## src/rtl/lu_arbiter.sv

```systemverilog
// Two-requester front end for one shared AND/NAND logic unit: accept one op, run it, return the result.
// Optional build macro LU_ARB_FIXED_PRIO_EN: req0 always wins ties instead of round-robin.
module lu_arbiter #(
  parameter int WIDTH = 4
) (
  input  logic             clk,
  input  logic             rst_n,
  input  logic             req0_valid,
  output logic             req0_ready,
  input  logic [WIDTH-1:0] req0_a,
  input  logic [WIDTH-1:0] req0_b,
  input  logic             req0_op,
  input  logic             req1_valid,
  output logic             req1_ready,
  input  logic [WIDTH-1:0] req1_a,
  input  logic [WIDTH-1:0] req1_b,
  input  logic             req1_op,
  output logic [WIDTH-1:0] lu_a,
  output logic [WIDTH-1:0] lu_b,
  output logic             lu_sel,
  input  logic [WIDTH-1:0] lu_s,
  output logic             rsp_valid,
  input  logic             rsp_ready,
  output logic [WIDTH-1:0] rsp_data,
  output logic             rsp_id,
  output logic [1:0]       dbg_state_o
);

  // Handshakes: a transfer happens on a rising edge where valid & ready are both high.
  // Ready is only offered in IDLE and to at most one requester; response valid holds until taken.
  typedef enum logic [1:0] {
    S_IDLE = 2'd0,
    S_EXEC = 2'd1,
    S_RESP = 2'd2
  } state_t;

  state_t           state_q, state_d;
  logic [WIDTH-1:0] lu_a_q, lu_a_d;
  logic [WIDTH-1:0] lu_b_q, lu_b_d;
  logic             lu_sel_q, lu_sel_d;
  logic [WIDTH-1:0] rsp_data_q, rsp_data_d;
  logic             rsp_valid_q, rsp_valid_d;
  logic             rsp_id_q, rsp_id_d;

  logic both_valid;
  logic any_valid;
  logic grant;
  logic accept;

  assign both_valid = req0_valid & req1_valid;
  assign any_valid  = req0_valid | req1_valid;

`ifdef LU_ARB_FIXED_PRIO_EN
  assign grant = both_valid ? 1'b0 : ~req0_valid;
`else
  logic last_grant_q, last_grant_d;

  // On a tie the requester that did not win last time is served.
  assign grant = both_valid ? ~last_grant_q : ~req0_valid;

  always_comb begin
    last_grant_d = last_grant_q;
    if (state_q == S_IDLE && any_valid) begin
      last_grant_d = grant;
    end
  end

  always_ff @(posedge clk) begin
    if (!rst_n) begin
      last_grant_q <= 1'b1;
    end else begin
      last_grant_q <= last_grant_d;
    end
  end
`endif

  // Ready is gated by rst_n so nothing is accepted while reset is asserted.
  assign accept     = rst_n & (state_q == S_IDLE) & any_valid;
  assign req0_ready = accept & ~grant;
  assign req1_ready = accept & grant;

  always_comb begin
    state_d     = state_q;
    lu_a_d      = lu_a_q;
    lu_b_d      = lu_b_q;
    lu_sel_d    = lu_sel_q;
    rsp_data_d  = rsp_data_q;
    rsp_valid_d = rsp_valid_q;
    rsp_id_d    = rsp_id_q;
    case (state_q)
      S_IDLE: begin
        if (any_valid) begin
          lu_a_d   = grant ? req1_a  : req0_a;
          lu_b_d   = grant ? req1_b  : req0_b;
          lu_sel_d = grant ? req1_op : req0_op;
          rsp_id_d = grant;
          state_d  = S_EXEC;
        end
      end
      S_EXEC: begin
        // Operands have been stable on the LU for a full cycle; capture its result.
        rsp_data_d  = lu_s;
        rsp_valid_d = 1'b1;
        state_d     = S_RESP;
      end
      S_RESP: begin
        if (rsp_ready) begin
          rsp_valid_d = 1'b0;
          state_d     = S_IDLE;
        end
      end
      default: begin
        rsp_valid_d = 1'b0;
        state_d     = S_IDLE;
      end
    endcase
  end

  always_ff @(posedge clk) begin
    if (!rst_n) begin
      state_q     <= S_IDLE;
      lu_a_q      <= '0;
      lu_b_q      <= '0;
      lu_sel_q    <= 1'b0;
      rsp_data_q  <= '0;
      rsp_valid_q <= 1'b0;
      rsp_id_q    <= 1'b0;
    end else begin
      state_q     <= state_d;
      lu_a_q      <= lu_a_d;
      lu_b_q      <= lu_b_d;
      lu_sel_q    <= lu_sel_d;
      rsp_data_q  <= rsp_data_d;
      rsp_valid_q <= rsp_valid_d;
      rsp_id_q    <= rsp_id_d;
    end
  end

  assign lu_a        = lu_a_q;
  assign lu_b        = lu_b_q;
  assign lu_sel      = lu_sel_q;
  assign rsp_data    = rsp_data_q;
  assign rsp_valid   = rsp_valid_q;
  assign rsp_id      = rsp_id_q;
  assign dbg_state_o = state_q;

endmodule

```

## config.mk

```make
export PLATFORM = sky130hd
export DESIGN_NAME = lu_arbiter
export DESIGN_NICKNAME = d
export VERILOG_FILES = /design/src/rtl/lu_arbiter.sv
export SDC_FILE = /design/constraint.sdc
export NUM_CORES = 1
export LEC_CHECK = 0
export ABC_AREA = 1
export CAP_MARGIN = 30
export CORE_ASPECT_RATIO = 1.5
export CORE_UTILIZATION = 39
export DETAILED_ROUTE_END_ITERATION = 16
export PLACE_DENSITY_LB_ADDON = 0.2
export RECOVER_POWER = 25
export SLEW_MARGIN = 30
export SYNTH_ARGS = -nofsm -noshare
export SYNTH_HDL_FRONTEND = slang
export SYNTH_SLANG_ARGS = --single-unit
```

## constraint.sdc

```tcl
create_clock -name clk -period 1.2 [get_ports clk]
set_input_delay 0.12 -clock clk [delete_from_list [all_inputs] [get_ports clk]]
set_output_delay 0.12 -clock clk [all_outputs]
set_load 0.02 [all_outputs]
```

==> impl_metrics.yaml, run 1 <==
timing:
  setup_repair_after_global_routing_missed_its_margin: "yes"
  slew-limit-headroom_pct: 84.70
  final_critical_path_setup_slack_ps: -132.3
  max_freq_mhz: 750.6
  timing_hold_violations_final: 0
  finClkSkew_ps: 6.781
  final_max_slew_viol_count: 0
  timing.final.crit_share_pct: 111.0
  min_period_ps: 1332
  worst_slew_pin_slew_ps: 229.4
  report.final.setup_viol: 2
  fin_hold_ws_ps: 426.2
routing:
  avgRoutedWirePerCell_um: 10.14
  drtIter0Drc: 12
  detailedRoute.firstPassIterationCount: 4
  dr_total_vias: 1055
  drtAntennaViolNets: 0
  remaining_drc_errors: 0
  drt_wl_total_mm: 2.272
  routed_via_density: 4.710
worst_setup_path:
  cp.required_ps: 1080
  critical_path_s_slowest_cell: "dfxtp_2"
  worst_path_largest_cell_delay_ps: 350
  setup.worst_path.class: "reg -> out"
  crit_arrival_ps: 1210
  crit_path_end_kind: "output pin"
  worst_reg2reg_path_startpoint: "dbg_state_o[0]"
  critPathBufInv: 2
  setup.worst_path.start_class: "register"
  cp_cell_sequence: "inv_2 > nand2_2 > nor2_4 > nand2_2 > nor2_4 > buf_6"
  worst-r2r-cell-count: 7
  crit_family: "simple AND/OR/NAND/NOR gates"
  largest_fanout_on_the_critical_path: 3
  crit-reg2reg-capture: "rsp_id"
  worst-r2r-setup-slack_ps: 70
global_routing:
  largest_net_degree_at_the_start_of_global_routing: 19
  track_usage_pct: 20.78
  grtUsageMet2_pct: 40.40
  gr_met3_demand_resource_pct: 2.564
  grt_remaining_overflow: 0
  global_route_wire_length_before_repair_mm: 3.594
  grt_pass1_vias: 943
  grt.busiest_layer: "met2"
  antenna_violations_before_repair: 0
  use_met1_pct: 19.45
floorplan:
  fp.dieW_um: 41.13
  die_area_sq_mm: 0.002497
  fp-row-count: 20
  core_region_area_sq_mm: 0.002102
  die_y_um: 60.70
  initial_utilization_pct: 42.62
  top_level_ports: 46
clocking:
  clock_insertion_delay_worst_skew_ps: 290
  cts_inserted_buffers: 3
  clk_pin_slew_worst_paths_ps: 100
  cts-root-to-sink-buffers: 2
  cts.htree.levels: 1
  tritoncts: "built"
  cts_sinks: 18
  root_buffer: "clkbuf_4"
finish:
  final_layout_size_suffix_gt1_share_pct: 18.32
  num_antenna_cells: 0
  layout.nets: 230
  area.growth.synth_to_final_pct: 66.76
  multiInputGateArea_sq_um: 430.4
  fillCellCount: 194
  layout.cells.most_common: "nor2_1"
  final_cell_mix: "nor2_1, nand2_1, clkdlybuf4s50_1"
  register_area_sq_um: 364.1
power:
  irDropWorstVdd_uv: 693.0
  pwr_density_cell_mw_per_mm2: 1117
  power.static_leakage_uw: 0.0007807
hold_path:
  hold_path_depth: 3
  min_delay_worst_endpoint: "rsp_data[3]"
  min-delay-path-class: "in -> reg"
  min_from: "lu_s[3]"
place:
  numPortBuffers: 45
  place_congestion: 0.6917
  place_hpwl_mm: 1.863
  placement.setup.worst_slack_ps: -568.2
synth:
  synth_warnings: 0
  postSynthNetCount: 169
  post_synth_instance_area_sq_um: 895.9
  yosys.cell_types.count: 15
  synth-simple-area-share_pct: 35.34
  postSynthCellCount: 142
  largest_family_of_logic_cells_by_synthesized_area: "simple AND/OR/NAND/NOR gates"
  postSynthAreaPerCell_sq_um: 6.309
  yosysSeqAreaShare_pct: 40.22
  yosys.area_share.adder_pct: 0
  synth_mux_area_share_pct: 0
  ys_seq_elements: 18
  post_synth_xor_area_fraction_pct: 0
  area_fraction_in_compound_gates_after_synthesis_pct: 10.47
outcome:
  violations: "negative setup slack"
  result_of_the_run: "complete, but fails checks"
flow_run:
  max-cap-violations: 0
per-stage QoR:
step | instances | total power [uW] | instance area (sq um) | utilization (%) | setup TNS [ps]
6_report | 224 | 1669 | 1494 | 71.07 | -176.0
5_1_grt | 224 | 1786 | 1494 | 71.07 | -417.5
2_1_floorplan | 142 | 1028 | 903.4 | - | 0
3_3_place_gp | 218 | 1322 | 1448 | 68.87 | -2397
3_5_place_dp | 218 | 1340 | 1448 | 68.87 | -2840
4_1_cts | 222 | 1671 | 1471 | 70.00 | -219.9
state kept, by name, indices dropped and copies added, names as in the netlist:
| signal | count |
|---|---|
| last_grant_q | 1 |
| lu_a | 4 |
| rsp_valid | 1 |
| dbg_state_o | 2 |
| rsp_id | 1 |
| rsp_data | 4 |
| lu_b | 4 |
| lu_sel | 1 |
Yosys cell counts:
cell type	count	area (sq um)
nand2_2	1	6.260
o21ai_0	5	25.02
clkbuf_1	1	3.750
nand3_1	10	50.05
buf_4	1	7.510
nor2_1	32	120.1
nand2_1	33	123.9
a21oi_1	12	60.06
buf_6	2	22.52
dfxtp_1	18	360.4
inv_1	23	86.33
buf_2	1	5.000
nor3_1	1	5.000
nor2_4	1	11.26
o21ai_2	1	8.760
report_power, final:
part	internal, uW	leakage (uW)	total (uW)	switching [uW]
clock network	185	0.0000210	369	184
registers	668	0.000150	700	32.7
logic	284	0.000610	599	315
tightest hold or removal path, cell delays in order:
cell	delay [ps]
clkdlybuf4s50_1	410
nor2_1	100
nor2_1	50
layer usage:
layer | vias to the layer above | share of wire, %
li1 | 552 | -
met1 | 464 | 36
met2 | 35 | 58
met3 | 4 | 5.2
met4 | 0 | 1.2
met5 | - | 0
final cells by class:
type	count	share of cell area, %
Clock buffer	4	2.429
Inverter	23	5.779
Timing Repair Buffer	61	36.77
Tap cell	22	1.843
Sequential cell	18	24.37
Multi-Input combinational cell	96	28.81
worst max-delay path by stage:
stage	start	to	cells past startpoint
final	dbg_state_o[0]	req1_ready	6
after global routing	dbg_state_o[1]	req1_ready	6
after CTS	dbg_state_o[0]	req1_ready	6
after detailed placement	req1_valid	req1_ready	6
after global placement	req0_valid	req1_ready	6
after floorplan	dbg_state_o[1]	req0_ready	4
logic make-up (layout without fill, tap and decap cells):
logic type / after synthesis / in the layout
AND/OR/NAND/NOR: 78 / 78
buffers and inverters: 28 / 88
flip-flops: 18 / 18
AO/OA/AOI/OAI: 18 / 18
repair_timing:
action,4_1_cts,5_1_grt
pin swaps,0,3
endpoints found under the setup margin,19,2
hold buffers,0,0
setup buffers,0,2
hold endpoints to repair,0,0
gates resized for setup,38,6
(Power assumes the default switching activity.)
==> run 2: changes to the inputs <==
--- a/config.mk
+++ b/config.mk
@@ -10,6 +10,7 @@
 export CORE_ASPECT_RATIO = 1.5
 export CORE_UTILIZATION = 39
 export DETAILED_ROUTE_END_ITERATION = 16
+export MAX_ROUTING_LAYER = met4
 export PLACE_DENSITY_LB_ADDON = 0.2
 export RECOVER_POWER = 25
 export SLEW_MARGIN = 30
==> results of run 2 <==
Same layout as run 1: the final DEF is identical, and so are final timing and power.
Among the figures that moved: final weighted congestion in routability-driven placement 0.6917 -> 0.6991; overall routing resource usage 20.78% -> 21.38%
==> run 3: changes to the inputs <==
--- a/config.mk
+++ b/config.mk
@@ -11,8 +11,9 @@
 export CORE_UTILIZATION = 39
 export DETAILED_ROUTE_END_ITERATION = 16
 export MAX_ROUTING_LAYER = met4
-export PLACE_DENSITY_LB_ADDON = 0.2
+export PLACE_DENSITY = 0.75
 export RECOVER_POWER = 25
+export SETUP_SLACK_MARGIN = 0.02
 export SLEW_MARGIN = 30
 export SYNTH_ARGS = -nofsm -noshare
 export SYNTH_HDL_FRONTEND = slang
==> run 3 against run 2 <==
  * The flow still finishes with violations (negative setup slack)
  * Largest power group unchanged
  * Sequential share of layout area increased by 0.31 points
  * Sequential cell count unchanged
  * Critical endpoint unchanged
  * Clock power increased by 5.4%
  * First-iteration DRC count increased by 33%
  * Worst hold slack got worse by 27 ps
  * Clock skew decreased by 2.2 ps
  * Core utilization decreased by 0.89 points
  * Die area unchanged
  * Power increased by 0.38%
  * Worst setup slack improved by 42 ps
  * Sequential power about the same
  * Global-route usage increased by 0.84 points
==> impl_metrics.yaml, run 3 (synthesis results as in run 1) <==
worst_setup_path:
  crit_path_end_kind: "output pin"
  critical_path_s_slowest_cell: "dfxtp_2"
  setup.worst_path.start_class: "register"
  cp_cell_sequence: "inv_2 > nand2_2 > nor2_4 > nand2_2 > nor2_2 > buf_6"
  crit-reg2reg-capture: "rsp_valid"
  crit_arrival_ps: 1170
  worst_reg2reg_path_startpoint: "dbg_state_o[0]"
  crit_family: "flip-flops"
  cp.required_ps: 1080
  worst-r2r-setup-slack_ps: 150
  critPathBufInv: 2
  largest_fanout_on_the_critical_path: 3
  timing.critical_path.mode_cell: "nand2_2"
  worst_path_largest_cell_delay_ps: 350
  worst-r2r-cell-count: 6
  setup.worst_path.class: "reg -> out"
global_routing:
  largest_net_degree_at_the_start_of_global_routing: 19
  antenna_violations_before_repair: 0
  global_route_wire_length_before_repair_mm: 3.663
  grt_pass1_vias: 959
  track_usage_pct: 22.22
  grt_remaining_overflow: 0
finish:
  final_cell_mix: "nor2_1, nand2_1, clkdlybuf4s50_1"
  multiInputGateArea_sq_um: 425.4
  fillCellCount: 210
  final_layout_size_suffix_gt1_share_pct: 17.91
  layout.nets: 229
  register_area_sq_um: 364.1
  layout.cells.most_common: "nor2_1"
  area.growth.synth_to_final_pct: 64.66
  num_antenna_cells: 0
routing:
  drtIter0Drc: 16
  dr_total_vias: 1042
  drtAntennaViolNets: 0
  remaining_drc_errors: 0
  routed_via_density: 4.673
  avgRoutedWirePerCell_um: 10.12
  detailedRoute.firstPassIterationCount: 3
  drt_wl_total_mm: 2.256
clocking:
  tritoncts: "built"
  root_buffer: "clkbuf_4"
  cts.htree.levels: 1
  cts_inserted_buffers: 3
  clk_pin_slew_worst_paths_ps: 110
  post_cts_hold_buffer_count: 0
  clock_insertion_delay_worst_skew_ps: 300
  cts-root-to-sink-buffers: 2
  cts_sinks: 18
floorplan:
  die_area_sq_mm: 0.002497
  fp.dieW_um: 41.13
  die_y_um: 60.70
  top_level_ports: 46
  core_region_area_sq_mm: 0.002102
  initial_utilization_pct: 42.62
  fp-row-count: 20
outcome:
  result_of_the_run: "complete, but fails checks"
  violations: "negative setup slack"
timing:
  report.final.setup_viol: 2
  timing.final.crit_share_pct: 107.5
  final_max_slew_viol_count: 0
  setup_repair_after_global_routing_missed_its_margin: "yes"
  timing_hold_violations_final: 0
  slew-limit-headroom_pct: 85.34
  finClkSkew_ps: 4.604
  max_freq_mhz: 775.1
  min_period_ps: 1290
  worst_slew_pin_slew_ps: 220.9
  final_critical_path_setup_slack_ps: -90.20
  fin_setup_tns_ps: -138.4
hold_path:
  min_from: "lu_s[1]"
  hold_path_depth: 3
  min_delay_worst_endpoint: "rsp_data[1]"
  min-delay-path-class: "in -> reg"
power:
  irDropWorstVdd_uv: 681.6
  pwr_density_cell_mw_per_mm2: 1136
  power.static_leakage_uw: 0.0007820
place:
  place_hpwl_mm: 1.745
  place_congestion: 0.7622
  numPortBuffers: 45
  placement.setup.worst_slack_ps: -573.4
flow_run:
  max-cap-violations: 0
## run 3: through the flow
| step | cell area, sq um | std cells | total power [uW] | hold slack [ps] | util [%] |
|---|---|---|---|---|---|
| floorplan | 903.4 | 142 | 1028 | 254.9 | - |
| global placement | 1440 | 217 | 1317 | 450.0 | 68.51 |
| detailed placement | 1440 | 217 | 1332 | 450.8 | 68.51 |
| CTS | 1471 | 222 | 1681 | 400.4 | 70.00 |
| global route | 1475 | 223 | 1793 | 406.0 | 70.18 |
| finish | 1475 | 223 | 1675 | 399.1 | 70.18 |
## run 3: layout make-up
cell class,instances,area share (%)
clock buffers,4,2.460
inverters,23,5.852
multi-input cells,96,28.84
flip-flops and latches,18,24.68
well taps,22,1.866
repair buffers,60,36.30
## run 3: repair_timing
item                       CTS  global route
setup buffers                1             1
gates resized for setup     36             6
setup endpoints to repair   19             3
pin swaps                    0             2
## run 3: where the power goes
part           switching (uW)  internal, uW
sequential               32.3           668
clock                     204           185
combinational             310           277
total                     546          1130
## run 3: metal layers
metal	share of wire, %	up-vias	global-route usage [%]	wire length, um
li1	-	546	-	-
met1	39	457	21.64	881
met2	54	35	39.06	1207
met3	5.4	4	3.297	122
met4	2.0	0	12.44	45
met5	0	-	-	0
## run 3: worst register-to-register path: cells and delay by family, from the launching register on
kind                   cells  cell delay [ps]
AOI/OAI and AO/OA          2              180
DFF                        1              360
and+or+nand+nor            1              120
buffers and inverters      3              310
## run 3: worst max-delay path by stage
stage	slack, ps	startpoint	depth (start not counted)	endpoint
final	-90	dbg_state_o[0]	6	req1_ready
after CTS	-130	dbg_state_o[0]	6	req1_ready
after detailed placement	-570	req1_valid	6	req1_ready
after global routing	-170	dbg_state_o[1]	6	req1_ready
after global placement	-520	req1_valid	6	req1_ready
after floorplan	20	dbg_state_o[1]	4	req0_ready
